## src/rtl/spi_cpu_pkg.sv

```systemverilog
// spi_cpu_pkg: shared types and constants for the CPU-side SPI serial SRAM controller
package spi_cpu_pkg;
  localparam int FRAME_BITS = 32;
  localparam int ADDR_W = 16;
  localparam logic [7:0] CMD_READ_DFLT = 8'h03;
  localparam logic [7:0] CMD_WRITE_DFLT = 8'h02;
  typedef enum logic [1:0] {IDLE, SHIFT, HOLD, DONE} state_t;
endpackage

```

## src/rtl/spi_mem_ctrl_if.sv

```systemverilog
// spi_mem_ctrl_if: single-byte CPU memory request/response bus
interface spi_mem_ctrl_if;
  import spi_cpu_pkg::*;
  logic req_valid;
  logic req_ready;
  logic req_we;
  logic [ADDR_W-1:0] req_addr;
  logic [7:0] req_wdata;
  logic rsp_valid;
  logic [7:0] rsp_rdata;
  logic busy;
  modport master (
    output req_valid, req_we, req_addr, req_wdata,
    input req_ready, rsp_valid, rsp_rdata, busy
  );
  modport slave (
    input req_valid, req_we, req_addr, req_wdata,
    output req_ready, rsp_valid, rsp_rdata, busy
  );
endinterface

```

## src/rtl/spi_sck_div.sv

```systemverilog
// spi_sck_div: SCK half-period divider with registered SCK and edge strobes
module spi_sck_div #(
  parameter int CLK_DIV = 2
) (
  input logic clk,
  input logic rst_n,
  input logic en,
  output logic rise_stb,
  output logic fall_stb,
  output logic sck
);
  localparam int DW = $clog2(CLK_DIV) + 1;
  logic [DW-1:0] cnt;
  logic term;
  // strobes are high in the cycle whose closing edge flips SCK
  assign term = en && cnt == DW'(CLK_DIV - 1);
  assign rise_stb = term && !sck;
  assign fall_stb = term && sck;
  always_ff @(posedge clk or negedge rst_n) begin
    if (!rst_n) begin
      cnt <= '0;
      sck <= 1'b0;
    end else if (!en) begin
      cnt <= '0;
      sck <= 1'b0;
    end else if (term) begin
      cnt <= '0;
      sck <= ~sck;
    end else begin
      cnt <= cnt + DW'(1);
    end
  end
endmodule

```

## src/rtl/spi_mem_ctrl.sv

```systemverilog
// spi_mem_ctrl: turns CPU byte requests into 32-bit serial SRAM frames (cmd, addr, data), SPI mode 0
module spi_mem_ctrl
  import spi_cpu_pkg::*;
#(
  parameter int CLK_DIV = 2,
  parameter logic [7:0] CMD_READ = CMD_READ_DFLT,
  parameter logic [7:0] CMD_WRITE = CMD_WRITE_DFLT
) (
  input logic clk,
  input logic rst_n,
  spi_mem_ctrl_if.slave cpu,
  output logic spi_cs_n,
  output logic spi_sck,
  output logic spi_mosi,
  input logic spi_miso
);
  localparam int DW = $clog2(CLK_DIV) + 1;
  state_t state;
  logic [FRAME_BITS-1:0] frame;
  logic [FRAME_BITS-1:0] new_frame;
  logic [7:0] rx;
  logic [7:0] rdata;
  logic [4:0] bit_cnt;
  logic [DW-1:0] hold_cnt;
  logic we;
  logic rsp_valid;
  logic rise_stb;
  logic fall_stb;
  spi_sck_div #(.CLK_DIV(CLK_DIV)) u_div (
    .clk(clk),
    .rst_n(rst_n),
    .en(state == SHIFT),
    .rise_stb(rise_stb),
    .fall_stb(fall_stb),
    .sck(spi_sck)
  );
  assign new_frame = {cpu.req_we ? CMD_WRITE : CMD_READ, cpu.req_addr, cpu.req_we ? cpu.req_wdata : 8'h00};
  assign cpu.req_ready = state == IDLE;
  assign cpu.busy = state != IDLE;
  assign cpu.rsp_valid = rsp_valid;
  assign cpu.rsp_rdata = rdata;
  always_ff @(posedge clk or negedge rst_n) begin
    if (!rst_n) begin
      state <= IDLE;
      frame <= '0;
      rx <= '0;
      rdata <= '0;
      bit_cnt <= '0;
      hold_cnt <= '0;
      we <= 1'b0;
      rsp_valid <= 1'b0;
      spi_cs_n <= 1'b1;
      spi_mosi <= 1'b0;
    end else begin
      case (state)
        IDLE: if (cpu.req_valid) begin
          frame <= new_frame;
          we <= cpu.req_we;
          spi_mosi <= new_frame[FRAME_BITS-1];
          spi_cs_n <= 1'b0;
          state <= SHIFT;
        end
        SHIFT: begin
          if (rise_stb) rx <= {rx[6:0], spi_miso};
          if (fall_stb) begin
            frame <= frame << 1;
            spi_mosi <= bit_cnt == 5'd31 ? 1'b0 : frame[FRAME_BITS-2];
            bit_cnt <= bit_cnt + 5'd1;
            if (bit_cnt == 5'd31) begin
              hold_cnt <= '0;
              state <= HOLD;
            end
          end
        end
        HOLD: begin
          hold_cnt <= hold_cnt + DW'(1);
          if (hold_cnt == DW'(CLK_DIV - 1)) begin
            spi_cs_n <= 1'b1;
            rsp_valid <= 1'b1;
            rdata <= we ? rdata : rx;
            state <= DONE;
          end
        end
        DONE: begin
          rsp_valid <= 1'b0;
          state <= IDLE;
        end
      endcase
    end
  end
endmodule

```

## src/flat_wrapper.sv

```systemverilog
// flat-port wrapper written by rule: the top's interface ports become plain ports
module spi_mem_ctrl_flat import spi_cpu_pkg::*;
#(
  parameter int CLK_DIV = 2,
  parameter logic [7:0] CMD_READ = CMD_READ_DFLT,
  parameter logic [7:0] CMD_WRITE = CMD_WRITE_DFLT
)
  (clk, rst_n, spi_cs_n, spi_sck, spi_mosi, spi_miso, cpu_req_valid, cpu_req_we, cpu_req_addr, cpu_req_wdata, cpu_req_ready, cpu_rsp_valid, cpu_rsp_rdata, cpu_busy);
  spi_mem_ctrl_if cpu_i ();
  input logic clk;
  input logic rst_n;
  output logic spi_cs_n;
  output logic spi_sck;
  output logic spi_mosi;
  input logic spi_miso;
  input wire logic [$bits(cpu_i.req_valid)-1:0] cpu_req_valid;
  input wire logic [$bits(cpu_i.req_we)-1:0] cpu_req_we;
  input wire logic [$bits(cpu_i.req_addr)-1:0] cpu_req_addr;
  input wire logic [$bits(cpu_i.req_wdata)-1:0] cpu_req_wdata;
  output wire logic [$bits(cpu_i.req_ready)-1:0] cpu_req_ready;
  output wire logic [$bits(cpu_i.rsp_valid)-1:0] cpu_rsp_valid;
  output wire logic [$bits(cpu_i.rsp_rdata)-1:0] cpu_rsp_rdata;
  output wire logic [$bits(cpu_i.busy)-1:0] cpu_busy;
  assign cpu_i.req_valid = cpu_req_valid;
  assign cpu_i.req_we = cpu_req_we;
  assign cpu_i.req_addr = cpu_req_addr;
  assign cpu_i.req_wdata = cpu_req_wdata;
  assign cpu_req_ready = cpu_i.req_ready;
  assign cpu_rsp_valid = cpu_i.rsp_valid;
  assign cpu_rsp_rdata = cpu_i.rsp_rdata;
  assign cpu_busy = cpu_i.busy;
  spi_mem_ctrl #(.CLK_DIV(CLK_DIV), .CMD_READ(CMD_READ), .CMD_WRITE(CMD_WRITE)) u_core (.clk(clk), .rst_n(rst_n), .cpu(cpu_i), .spi_cs_n(spi_cs_n), .spi_sck(spi_sck), .spi_mosi(spi_mosi), .spi_miso(spi_miso));
endmodule
```

## config.mk

```make
export PLATFORM = sky130hd
export DESIGN_NAME = spi_mem_ctrl_flat
export DESIGN_NICKNAME = d
export VERILOG_FILES = /design/src/rtl/spi_cpu_pkg.sv /design/src/rtl/spi_mem_ctrl_if.sv /design/src/rtl/spi_sck_div.sv /design/src/rtl/spi_mem_ctrl.sv /design/src/flat_wrapper.sv
export SDC_FILE = /design/constraint.sdc
export NUM_CORES = 1
export LEC_CHECK = 0
export CAP_MARGIN = 20
export CORE_ASPECT_RATIO = 1.1
export CORE_UTILIZATION = 30
export DETAILED_ROUTE_END_ITERATION = 16
export DONT_BUFFER_PORTS = 1
export MAX_ROUTING_LAYER = met4
export PLACE_DENSITY = 0.41
export SYNTH_ARGS = -nofsm -noshare
export SYNTH_HDL_FRONTEND = slang
export SYNTH_SLANG_ARGS = --single-unit
```

## constraint.sdc

```tcl
create_clock -name clk -period 2.4 [get_ports clk]
set_input_delay 0.12 -clock clk [delete_from_list [all_inputs] [get_ports clk]]
set_output_delay 0.12 -clock clk [all_outputs]
set_load 0.01 [all_outputs]
```

## Word level (Yosys, flattened, before mapping)

Cells that the tools add are included.
W data, S select, Z words.

| word-level totals | value |
|---|---|
| bits in registers | 63 |
| latch bits | 0 |
| RAM bits | 0 |
| bits in read-only memories | 0 |
| input bits | 29 |
| output and inout bits | 14 |
| logic and storage cells | 72 |
| memories kept | 0 |

| operators by class | value |
|---|---|
| add/sub/neg operators | 3 |
| $mul | 0 |
| div/mod/pow operators | 0 |
| order comparisons | 0 |
| equal/unequal tests | 11 |
| shift-type cells | 0 |
| muxes and demuxes | 25 |
| bitwise operators | 2 |
| reductions and logical operators | 19 |

Operators by type and width:

| cell | number |
|---|---|
| $mux W31 | 2 |
| $pmux W31 S2 | 1 |
| $mux W2 | 8 |
| $reduce_and A3 Y1 | 4 |
| $reduce_bool A2 Y1 | 5 |
| $mux W1 | 8 |
| $mux W8 | 1 |
| $ne A2 B1 Y1 const B | 4 |
| $pmux W2 S4 | 1 |
| $reduce_and A2 Y1 | 4 |
| $eq A2 B1 Y1 const B | 3 |
| $pmux W1 S2 | 3 |
| $add A5 B1 Y5 const B | 1 |
| $eq A5 B5 Y1 const B | 1 |
| $add A2 B1 Y2 const B | 2 |
| $eq A2 B2 Y1 const B | 2 |
| $pmux W2 S2 | 1 |
| $reduce_and A4 Y1 | 1 |
| $logic_and A1 B1 Y1 | 3 |
| $logic_not A2 Y1 | 1 |
| $ne A2 B2 Y1 const B | 1 |
| $not A1 Y1 | 2 |
| $logic_not A1 Y1 | 1 |

## Depth between registers and ports, before layout

Gate-level depths: netlist of the first run.

| depth | value |
|---|---|
| depth in word-level cells | 5 |
| mapped depth | 7 |

## Modules after synthesis

A second synthesis of the first run with hierarchy kept.

| second synthesis, totals | value |
|---|---|
| cell total of the unflattened synthesis | 204 |
| area, all modules | 2,826.5 um^2 |

By module, submodules not included:

| module | instances | cells each | area each (um^2) | seq. area each (um^2) |
|---|---|---|---|---|
| spi_mem_ctrl | 1 | 193 | 2,701.3 | 1,502.7 |
| spi_sck_div | 1 | 11 | 125.1 | 75.1 |

## Worst setup path after synthesis of the first run

Ideal clock, no wire load.

| timing | value |
|---|---|
| path type | register -> register |
| start | reg u_core.state[0] |
| end | reg u_core.frame[17] |
| data arrival time | 1,848 ps |
| data required time | 2,275 ps |
| path slack | 427 ps |
| stages on the path, launching flop included | 7 |
| clock period less this slack | 1,973 ps |
| path through | dfrtp_1 -> inv_1 -> ha_1 -> and2b_1 -> a211oi_4 -> buf_6 -> mux2_2 |

| on the way | value |
|---|---|
| elaborated cells on any way between the ends | 9 |

RTL lines:

| what | line | RTL |
|---|---|---|
| from (decl) | spi_mem_ctrl.sv:18 | `state_t state;` |
| from (signal assigned) | spi_mem_ctrl.sv:44 | `state <= IDLE;` |
| from (signal assigned) | spi_mem_ctrl.sv:61 | `state <= SHIFT;` |
| from (signal assigned) | spi_mem_ctrl.sv:71 | `state <= HOLD;` |
| $logic_not A2 Y1 (*) | - |  |
| via cpu_req_ready | flat_wrapper.sv:20 | `output wire logic [$bits(cpu_i.req_ready)-1:0] cpu_req_ready;` |
| $ne A2 B2 Y1 (no line) or $reduce_bool A2 Y1 (tied branches) | - |  |
| $reduce_and A3 Y1 (no line) | - |  |
| to (signal assigned) | spi_mem_ctrl.sv:57 | `frame <= new_frame;` |
| to (signal assigned) | spi_mem_ctrl.sv:66 | `frame <= frame << 1;` |
| to (decl) | spi_mem_ctrl.sv:19 | `logic [FRAME_BITS-1:0] frame;` |

The timed path passes the listed nets; every way through them passes the cells marked *.
A chain may end at the register's enable or synchronous reset.

## Final worst setup path of the first run

| timing | value |
|---|---|
| start | reg u_core.state[0] |
| end | reg u_core.frame[8] |

The elaborated chain is that of the path after synthesis.

==> results of run 1 <==
==> timing repair <==
action | in CTS | in global routing
resized for setup | 0 | 0
hold buffers | 6 | 0
setup endpoints to repair | 0 | 0
hold endpoints to repair | 67 | 0
setup buffers | 0 | 0
==> worst max-delay path, stage by stage, from the launching register on <==
cell,delay [ns]
sky130_fd_sc_hd__dfrtp_1,0.39
sky130_fd_sc_hd__inv_1,0.09
sky130_fd_sc_hd__ha_1,0.33
sky130_fd_sc_hd__and2b_1,0.30
sky130_fd_sc_hd__a211oi_4,0.23
sky130_fd_sc_hd__buf_12,0.23
sky130_fd_sc_hd__mux2_2,0.36
==> metal layers <==
| layer | vias up | share of wire (%) | global-route usage (%) |
|---|---|---|---|
| met4 | 0 | 1.9 | 4.978 |
| met3 | 8 | 4.1 | 4.605 |
| met1 | 849 | 45 | 15.50 |
| li1 | 765 | - | - |
| met5 | - | 0 | - |
| met2 | 37 | 49 | 18.83 |
==> worst min-delay path by stage <==
stage / from / to / slack, ns / depth (start not counted)
floorplan: rst_n / u_core.bit_cnt[0] / -0.18 / 0
global placement: rst_n / u_core.cpu.rsp_rdata[6] / -0.17 / 0
detailed placement: rst_n / u_core.hold_cnt[1] / -0.17 / 0
CTS: cpu_req_valid / u_core.we / 0.002 / 2
global route: cpu_req_valid / u_core.we / 0.002 / 2
finish: cpu_req_addr[15] / u_core.frame[23] / 0.02 / 2
==> per-stage QoR <==
stage	area [um^2]	total power (W)
finish	3316	0.002158
detailed placement	3027	0.001155
CTS	3316	0.002197
floorplan	2865	0.001146
global route	3316	0.002268
global placement	3027	0.001151
==> where the power goes <==
group | total [W] | internal, W | switching [W]
Combinational | 0.0000667 | 0.0000355 | 0.0000312
Sequential | 0.00110 | 0.00109 | 0.0000140
Clock | 0.000991 | 0.000604 | 0.000387
Total | 0.00216 | 0.00173 | 0.000432
==> placed cells by master, fill, tap and decap left out, types with 4 or more instances in the layout <==
cell type / n
sky130_fd_sc_hd__nor2b_1: 5
sky130_fd_sc_hd__inv_1: 6
sky130_fd_sc_hd__a21oi_1: 4
sky130_fd_sc_hd__mux2_2: 58
sky130_fd_sc_hd__xnor2_1: 4
sky130_fd_sc_hd__ha_1: 7
sky130_fd_sc_hd__a22o_1: 12
sky130_fd_sc_hd__mux2i_1: 6
sky130_fd_sc_hd__clkbuf_8: 10
sky130_fd_sc_hd__dlygate4sd3_1: 5
sky130_fd_sc_hd__dfrtp_1: 62
sky130_fd_sc_hd__nand2_1: 10
==> sequential cells by signal (all words and copies together) (netlist names) <==
signal                cells
u_core.rx                 8
u_core.we                 1
u_core.cpu.rsp_rdata      8
u_core.bit_cnt            5
u_core.cpu.rsp_valid      1
u_core.spi_mosi           1
u_core.hold_cnt           2
u_core.frame             31
u_core.u_div.sck          1
u_core.u_div.cnt          2
u_core.state              2
u_core.spi_cs_n           1
==> kinds of logic after synthesis <==
family | count (synthesis)
adders and majority gates | 7
AOI/OAI and AO/OA | 22
and+or+nand+nor | 32
buffers and inverters | 14
xor gates and xnor gates | 4
muxes | 64
DFF | 63
==> cell type report <==
| class | instances | share of cell area (%) |
|---|---|---|
| flip-flops and latches | 63 | 47.58 |
| multi-input cells | 129 | 36.72 |
| well taps | 117 | 4.415 |
| clock buffers | 11 | 4.264 |
| repair buffers | 11 | 4.226 |
| clock inverters | 4 | 2.113 |
| inverters | 6 | 0.6792 |
==> results_tabular.tex, run 1 <==
\begin{tabular}{lr}
\hline
Metric & Value \\
\hline
\multicolumn{2}{l}{\textbf{Run status}} \\
Result of the run & completed \\
\multicolumn{2}{l}{\textbf{Synth}} \\
Distinct cell type count after synthesis & 32 \\
Total number of yosys warnings & 0 \\
Share of synthesized area spent on multiplexers & between 20\% and 30\% \\
EDFF count, synth & 0 \\
Main combinational cell family by area after synthesis & multiplexers \\
Area fraction of the dominant cell type after synthesis & around 54\% \\
Biggest area consumer among synthesized cells & sky130\_fd\_sc\_hd\_\_dfrtp\_1 \\
Share of the yosys chip area belonging to registers & a little under three fifths \\
Post-synthesis cell count & 206 \\
Fraction of registers with async set or reset after synthesis & 100.0\% \\
Top area cells in the synthesized netlist & sky130\_fd\_sc\_hd\_\_dfrtp\_1, sky130\_fd\_sc\_hd\_\_mux2\_2, sky130\_fd\_sc\_hd\_\_a22o\_1 \\
Compound-cell area share of the yosys netlist & under 10\% \\
Syn\_nets & between 200 and 250 \\
Commonest cells in the synthesized netlist & sky130\_fd\_sc\_hd\_\_dfrtp\_1, sky130\_fd\_sc\_hd\_\_mux2\_2, sky130\_fd\_sc\_hd\_\_a22o\_1, sky130\_fd\_sc\_hd\_\_nand2\_1, sky130\_fd\_sc\_hd\_\_ha\_1 \\
Share of synthesized cell area in and, or, nand and nor gates & roughly 6.6\% \\
Adder-cell area share of the yosys netlist & under 10\% \\
Synthesis-stage register bit count & 63 \\
Leading register cell type out of synthesis & sky130\_fd\_sc\_hd\_\_dfrtp\_1 \\
Syn avg cell area & roughly 14 um\^{}2 \\
XOR/XNOR Fraction of Synth Area & 1.223\% \\
Netlist Area Pre-Place & between 2000 and 3000 um\^{}2 \\
Cell with the most instances after synthesis & sky130\_fd\_sc\_hd\_\_dfrtp\_1 \\
\multicolumn{2}{l}{\textbf{Cells and area}} \\
Number of standard cells in the final layout excluding fillers & between 300 and 400 \\
Fraction of final layout cells sized beyond drive strength 1 & about 37\% \\
Final net count & approximately 260 \\
ANT cells & 0 \\
Final standard cell utilization of the core & between 30\% and 40\% \\
Number of filler cells placed in the layout & a little over 900 \\
Area added between synthesis and finish & 15.72\% \\
Area used by multi-input combinational logic & between 1000 and 1500 um\^{}2 \\
Sequential Area & around 1600 um\^{}2 \\
\multicolumn{2}{l}{\textbf{Floorplan}} \\
Floorplan die width & between 90 and 100 um \\
Die outline height & $\sim$100 um \\
Full die area & approximately 9900 um\^{}2 \\
Total core area & 9305 um\^{}2 \\
Count of standard-cell rows & 37 \\
Number of top-level pins & 43 \\
Effective utilization at floorplan & a little under a third \\
\multicolumn{2}{l}{\textbf{STA}} \\
Final number of max-transition violations & 0 \\
Worst Max-Slew Pin Slew & 0.4412 ns \\
Max transition margin & between 70\% and 80\% \\
Fin Hold WS & between 0.015 and 0.02 ns \\
RSZ-0062 raised after global routing & false \\
Summed negative setup slack over all endpoints & 0 ns \\
Least setup slack across all paths after layout & around 0.34 ns \\
Maximum frequency from static timing analysis & between 0.4 and 0.5 GHz \\
Fin Clk Skew & just over 0.008 ns \\
Final setup violation count & 0 \\
Number of endpoints with negative hold slack in the final report & 0 \\
Share of the clock period used by the worst path after layout & between 80\% and 90\% \\
Final critical delay including setup and external delays & between 2 and 2.5 ns \\
\multicolumn{2}{l}{\textbf{Global routing}} \\
Total routing resource utilization after global routing & 12.67\% \\
Maximum number of pins on one net before global-route repair & 64 \\
Number of global-route vias before repair & between 1500 and 2000 \\
Wire length of the first global-routing pass & between 9 and 10 mm \\
Antenna violations before repair & 0 \\
Total global routing overflow & 0 \\
\multicolumn{2}{l}{\textbf{Critical path}} \\
R2R setup slack & between 0.3 and 0.4 ns \\
Critical R2R Launch & u\_core.state[0] \\
Crit end category & register \\
Startpoint of the worst setup timing path & u\_core.state[0] \\
Type of the worst setup path & reg2reg \\
Critical path launch point type & register \\
Endpoint of the worst setup timing path & u\_core.frame[8] \\
Worst reg2reg path endpoint & u\_core.frame[8] \\
Register-to-Register Path Depth & 6 \\
Worst Path Max Fanout & 27 \\
Data required time at the worst endpoint & around 2.6 ns \\
Data arrival time at the worst-slack endpoint & $\sim$2.3 ns \\
\multicolumn{2}{l}{\textbf{Clocking}} \\
Number of levels the H-tree was split into & 3 \\
Root buffer cell & sky130\_fd\_sc\_hd\_\_clkbuf\_8 \\
Cts bufs inserted & 9 \\
Clock Pin Slew Worst Setup and Hold Paths & approximately 0.070 ns \\
Later-pin clock latency in the skew report & around 0.33 ns \\
Total clock sinks & 63 \\
Clock Tree Buf Depth & 2 \\
Clock tree from TritonCTS & built \\
\multicolumn{2}{l}{\textbf{Place}} \\
Worst slack, placed & between 0.3 and 0.4 ns \\
Dpl hpwl & between 3 and 4 mm \\
Placed cells & 320 \\
Port buffer count & 0 \\
GPL Wtd Cong & roughly 0.7 \\
\multicolumn{2}{l}{\textbf{Detailed routing}} \\
Detailed-route DRC error count & 0 \\
Vias & around 1700 \\
Per-cell routed wire length & 16.03 um \\
Detail-routed via count per cell & between 4 and 5 \\
Antenna violation net count after detailed routing & 0 \\
Starting DRT DRC Count & about 60 \\
Length of the first detailed-routing pass in iterations & 4 \\
Total wire length after detailed routing & $\sim$5.5 mm \\
\multicolumn{2}{l}{\textbf{Min path}} \\
Hold crit path type & in2reg \\
\multicolumn{2}{l}{\textbf{Flow run}} \\
Count of max-cap constraint violations & 0 \\
\multicolumn{2}{l}{\textbf{Power}} \\
Lkg Pwr & roughly 1.5 nW \\
Power Density & roughly 650 nW/um\^{}2 \\
Worst IR Drop VDD & approximately 0.26 mV \\
\hline
\end{tabular}
Note: power is estimated with default switching activity, not from simulation.
==> run 2, diff against run 1 <==
SYNTH_HIERARCHICAL = 1   (was default)
==> run 2 against run 1 <==
  * Count of clock-buffer cells in the layout fell by 1
  * Maximum frequency rose by 2.8%
  * Sequential share of layout area rose by 1.3 points
  * First-iteration DRC count fell by 64%
  * Design area fell by 2.7%
  * Clock power fell by 11%
  * Routed wire length fell by 5.2%
  * Die area fell by 1.3%
  * Utilization rose by 0.19 points
  * Via count fell by 3.4%
  * Largest power group unchanged
  * Hold slack improved by 0.011 ns
  * Final cell count fell by 1.2%
  * Highest routed layer unchanged
==> results_tabular.tex, run 2 <==
\begin{tabular}{lr}
\hline
Metric & Value \\
\hline
\multicolumn{2}{l}{\textbf{Run status}} \\
Result of the run & completed \\
\multicolumn{2}{l}{\textbf{Floorplan}} \\
Die outline height & just over 100 um \\
Count of standard-cell rows & 36 \\
Floorplan die width & 94.55 um \\
Total core area & around 9000 um\^{}2 \\
Number of top-level pins & 43 \\
Full die area & $\sim$9800 um\^{}2 \\
Effective utilization at floorplan & 31.38\% \\
\multicolumn{2}{l}{\textbf{Detailed routing}} \\
Detail-routed via count per cell & 4.754 \\
Detailed-route DRC error count & 0 \\
Antenna violation net count after detailed routing & 0 \\
Length of the first detailed-routing pass in iterations & 4 \\
Vias & $\sim$1600 \\
Per-cell routed wire length & between 15 and 20 um \\
Total wire length after detailed routing & 5.182 mm \\
Starting DRT DRC Count & 22 \\
\multicolumn{2}{l}{\textbf{Synth}} \\
Post-synthesis cell count & between 200 and 250 \\
Synthesis-stage register bit count & 63 \\
Syn avg cell area & around 14 um\^{}2 \\
Netlist Area Pre-Place & approximately 2800 um\^{}2 \\
EDFF count, synth & 0 \\
Leading register cell type out of synthesis & sky130\_fd\_sc\_hd\_\_dfrtp\_1 \\
Syn\_nets & 240 \\
Cell with the most instances after synthesis & sky130\_fd\_sc\_hd\_\_dfrtp\_1 \\
Total number of yosys warnings & 6 \\
Distinct cell type count after synthesis & 32 \\
Fraction of registers with async set or reset after synthesis & between 90\% and 100\% \\
Top area cells in the synthesized netlist & sky130\_fd\_sc\_hd\_\_dfrtp\_1, sky130\_fd\_sc\_hd\_\_mux2\_2, sky130\_fd\_sc\_hd\_\_mux2\_1 \\
Biggest area consumer among synthesized cells & sky130\_fd\_sc\_hd\_\_dfrtp\_1 \\
Share of the yosys chip area belonging to registers & a little under three fifths \\
Area fraction of the dominant cell type after synthesis & between 50 and 60\% \\
Commonest cells in the synthesized netlist & sky130\_fd\_sc\_hd\_\_dfrtp\_1, sky130\_fd\_sc\_hd\_\_mux2\_2, sky130\_fd\_sc\_hd\_\_mux2\_1, sky130\_fd\_sc\_hd\_\_a22o\_1, sky130\_fd\_sc\_hd\_\_nand2\_1 \\
\multicolumn{2}{l}{\textbf{Global routing}} \\
Total routing resource utilization after global routing & a little under an eighth \\
Number of global-route vias before repair & 1699 \\
Total global routing overflow & 0 \\
Antenna violations before repair & 0 \\
Maximum number of pins on one net before global-route repair & 64 \\
Wire length of the first global-routing pass & about 8.6 mm \\
\multicolumn{2}{l}{\textbf{STA}} \\
Fin Clk Skew & a little under 0.009 ns \\
Maximum frequency from static timing analysis & approximately 0.50 GHz \\
Final number of max-transition violations & 0 \\
Final critical delay including setup and external delays & 2.008 ns \\
Number of endpoints with negative hold slack in the final report & 0 \\
Summed negative setup slack over all endpoints & 0 ns \\
Max transition margin & slightly above 70\% \\
Share of the clock period used by the worst path after layout & between 80\% and 90\% \\
RSZ-0062 raised after global routing & false \\
Worst Max-Slew Pin Slew & about 0.42 ns \\
Final setup violation count & 0 \\
\multicolumn{2}{l}{\textbf{Clocking}} \\
Cts bufs inserted & 9 \\
Number of gates resized after cts & 0 \\
Total clock sinks & 63 \\
Number of levels the H-tree was split into & 3 \\
Root buffer cell & sky130\_fd\_sc\_hd\_\_clkbuf\_8 \\
Clock tree from TritonCTS & built \\
Clock Tree Buf Depth & 2 \\
Later-pin clock latency in the skew report & 0.33 ns \\
Clock Pin Slew Worst Setup and Hold Paths & 0.07 ns \\
\multicolumn{2}{l}{\textbf{Cells and area}} \\
Final net count & 254 \\
ANT cells & 0 \\
Area added between synthesis and finish & 14.17\% \\
Leading cell type in the layout, fill and taps excluded & sky130\_fd\_sc\_hd\_\_dfrtp\_1 \\
Final standard cell utilization of the core & between 30\% and 40\% \\
Flip-flop count of the largest register, all copies and words added & 31 \\
Leading cell types in the layout, fill and taps excluded & sky130\_fd\_sc\_hd\_\_dfrtp\_1, sky130\_fd\_sc\_hd\_\_mux2\_2, sky130\_fd\_sc\_hd\_\_mux2\_1 \\
Number of standard cells in the final layout excluding fillers & 337 \\
Top register by number of flip-flops & u\_core/frame \\
Fraction of final layout cells sized beyond drive strength 1 & roughly 29\% \\
Number of filler cells placed in the layout & between 900 and 1000 \\
\multicolumn{2}{l}{\textbf{Critical path}} \\
Worst Path Max Fanout & 27 \\
Crit end category & register \\
Data arrival time at the worst-slack endpoint & between 2 and 2.5 ns \\
Critical path launch point type & register \\
Worst reg2reg path endpoint & u\_core/frame[5] \\
Register-to-Register Path Depth & 7 \\
Endpoint of the worst setup timing path & u\_core/frame[5] \\
Type of the worst setup path & reg2reg \\
R2R setup slack & $\sim$0.4 ns \\
Data required time at the worst endpoint & between 2 and 3 ns \\
Critical R2R Launch & u\_core/state[1] \\
Startpoint of the worst setup timing path & u\_core/state[1] \\
\multicolumn{2}{l}{\textbf{Power}} \\
Clock network fraction of design power & between 20\% and 30\% \\
Switching part of the total power & a little under a third \\
Lkg Pwr & $\sim$1.5 nW \\
Overall power after layout & roughly 0.0037 W \\
Proportion of power drawn by combinational gates & approximately a third \\
Net switching power & around 0.0012 W \\
Power Density & about 1200 nW/um\^{}2 \\
Worst IR Drop VDD & $\sim$0.42 mV \\
P\_int & 0.002543 W \\
Part of the total power dissipated in sequential elements & a little over two fifths \\
\multicolumn{2}{l}{\textbf{Flow run}} \\
Count of max-cap constraint violations & 0 \\
\multicolumn{2}{l}{\textbf{Min path}} \\
Hold crit path type & in2reg \\
Hold path cells & 3 \\
Hold Startpoint & cpu\_req\_valid \\
\multicolumn{2}{l}{\textbf{Place}} \\
Placed cells & roughly 320 \\
GPL Wtd Cong & 0.7098 \\
Port buffer count & 0 \\
Dpl hpwl & roughly 3.6 mm \\
\hline
\end{tabular}
[run 2: metal layers]
layer | up-vias | global-route usage [%] | wire, um
met5 | - | - | 0
met4 | 0 | 4.870 | 82
met3 | 8 | 4.405 | 334
met2 | 40 | 16.93 | 2481
met1 | 795 | 14.98 | 2283
li1 | 759 | - | -
[run 2: worst min-delay path by stage]
stage | end | slack, ns
2_1_floorplan | u_core/bit_cnt[0] | -0.18
3_3_place_gp | u_core/bit_cnt[3] | -0.17
3_5_place_dp | u_core/frame[21] | -0.17
4_1_cts | u_core/spi_cs_n | 0.01
5_1_grt | u_core/frame[10] | 0.03
6_report | u_core/spi_cs_n | 0.03
[run 2: critical path: stages (launching register included)]
cell	delay (ns)
sky130_fd_sc_hd__dfrtp_1	0.41
sky130_fd_sc_hd__inv_1	0.09
sky130_fd_sc_hd__ha_1	0.24
sky130_fd_sc_hd__and3_1	0.22
sky130_fd_sc_hd__nand2_1	0.17
sky130_fd_sc_hd__a21oi_4	0.19
sky130_fd_sc_hd__buf_12	0.21
sky130_fd_sc_hd__mux2_2	0.35
[run 2: cell families after synthesis]
group                      after synthesis  share of synthesized area, %
AOI/OAI and AO/OA                       26                         7.172
and+or+nand+nor                         29                         5.666
muxes                                   63                         24.92
adders and majority gates                7                         3.099
buffers and inverters                   13                         2.390
xor gates and xnor gates                 3                        0.9298
DFF                                     63                         55.82
[run 2: layout make-up]
cell class                      count  area [um^2]  area share [%]
Clock inverter                      6        61.31           1.900
Multi-Input combinational cell    128         1181           36.60
Inverter                            7        26.28          0.8143
Clock buffer                       10        127.6           3.955
Timing Repair Buffer                9        110.1           3.412
Tap cell                          114        142.6           4.420
Sequential cell                    63         1578           48.89
[run 2: power groups by stage]
stage / clock, W / combinational (W) / sequential (W)
after floorplan: 0 / 0.00103 / 0.00157
after global placement: 0 / 0.00118 / 0.00162
after detailed placement: 0 / 0.00124 / 0.00164
after CTS: 0.000920 / 0.00127 / 0.00162
after global routing: 0.000969 / 0.00138 / 0.00166
final: 0.000878 / 0.00124 / 0.00162
[run 2: what timing repair did]
| action | 4_1_cts | 5_1_grt |
|---|---|---|
| hold endpoints to repair | 66 | 0 |
| setup buffers | 0 | 0 |
| hold buffers | 5 | 0 |
[run 2: per-stage QoR]
stage          setup WS (ns)  area (um^2)  hold WS (ns)
2_1_floorplan         0.4275         2826       -0.1756
3_3_place_gp          0.4827         2970       -0.1738
3_5_place_dp          0.3857         2970       -0.1728
4_1_cts               0.3849         3227       0.01035
5_1_grt               0.2425         3227       0.02683
6_report              0.3923         3227       0.02734
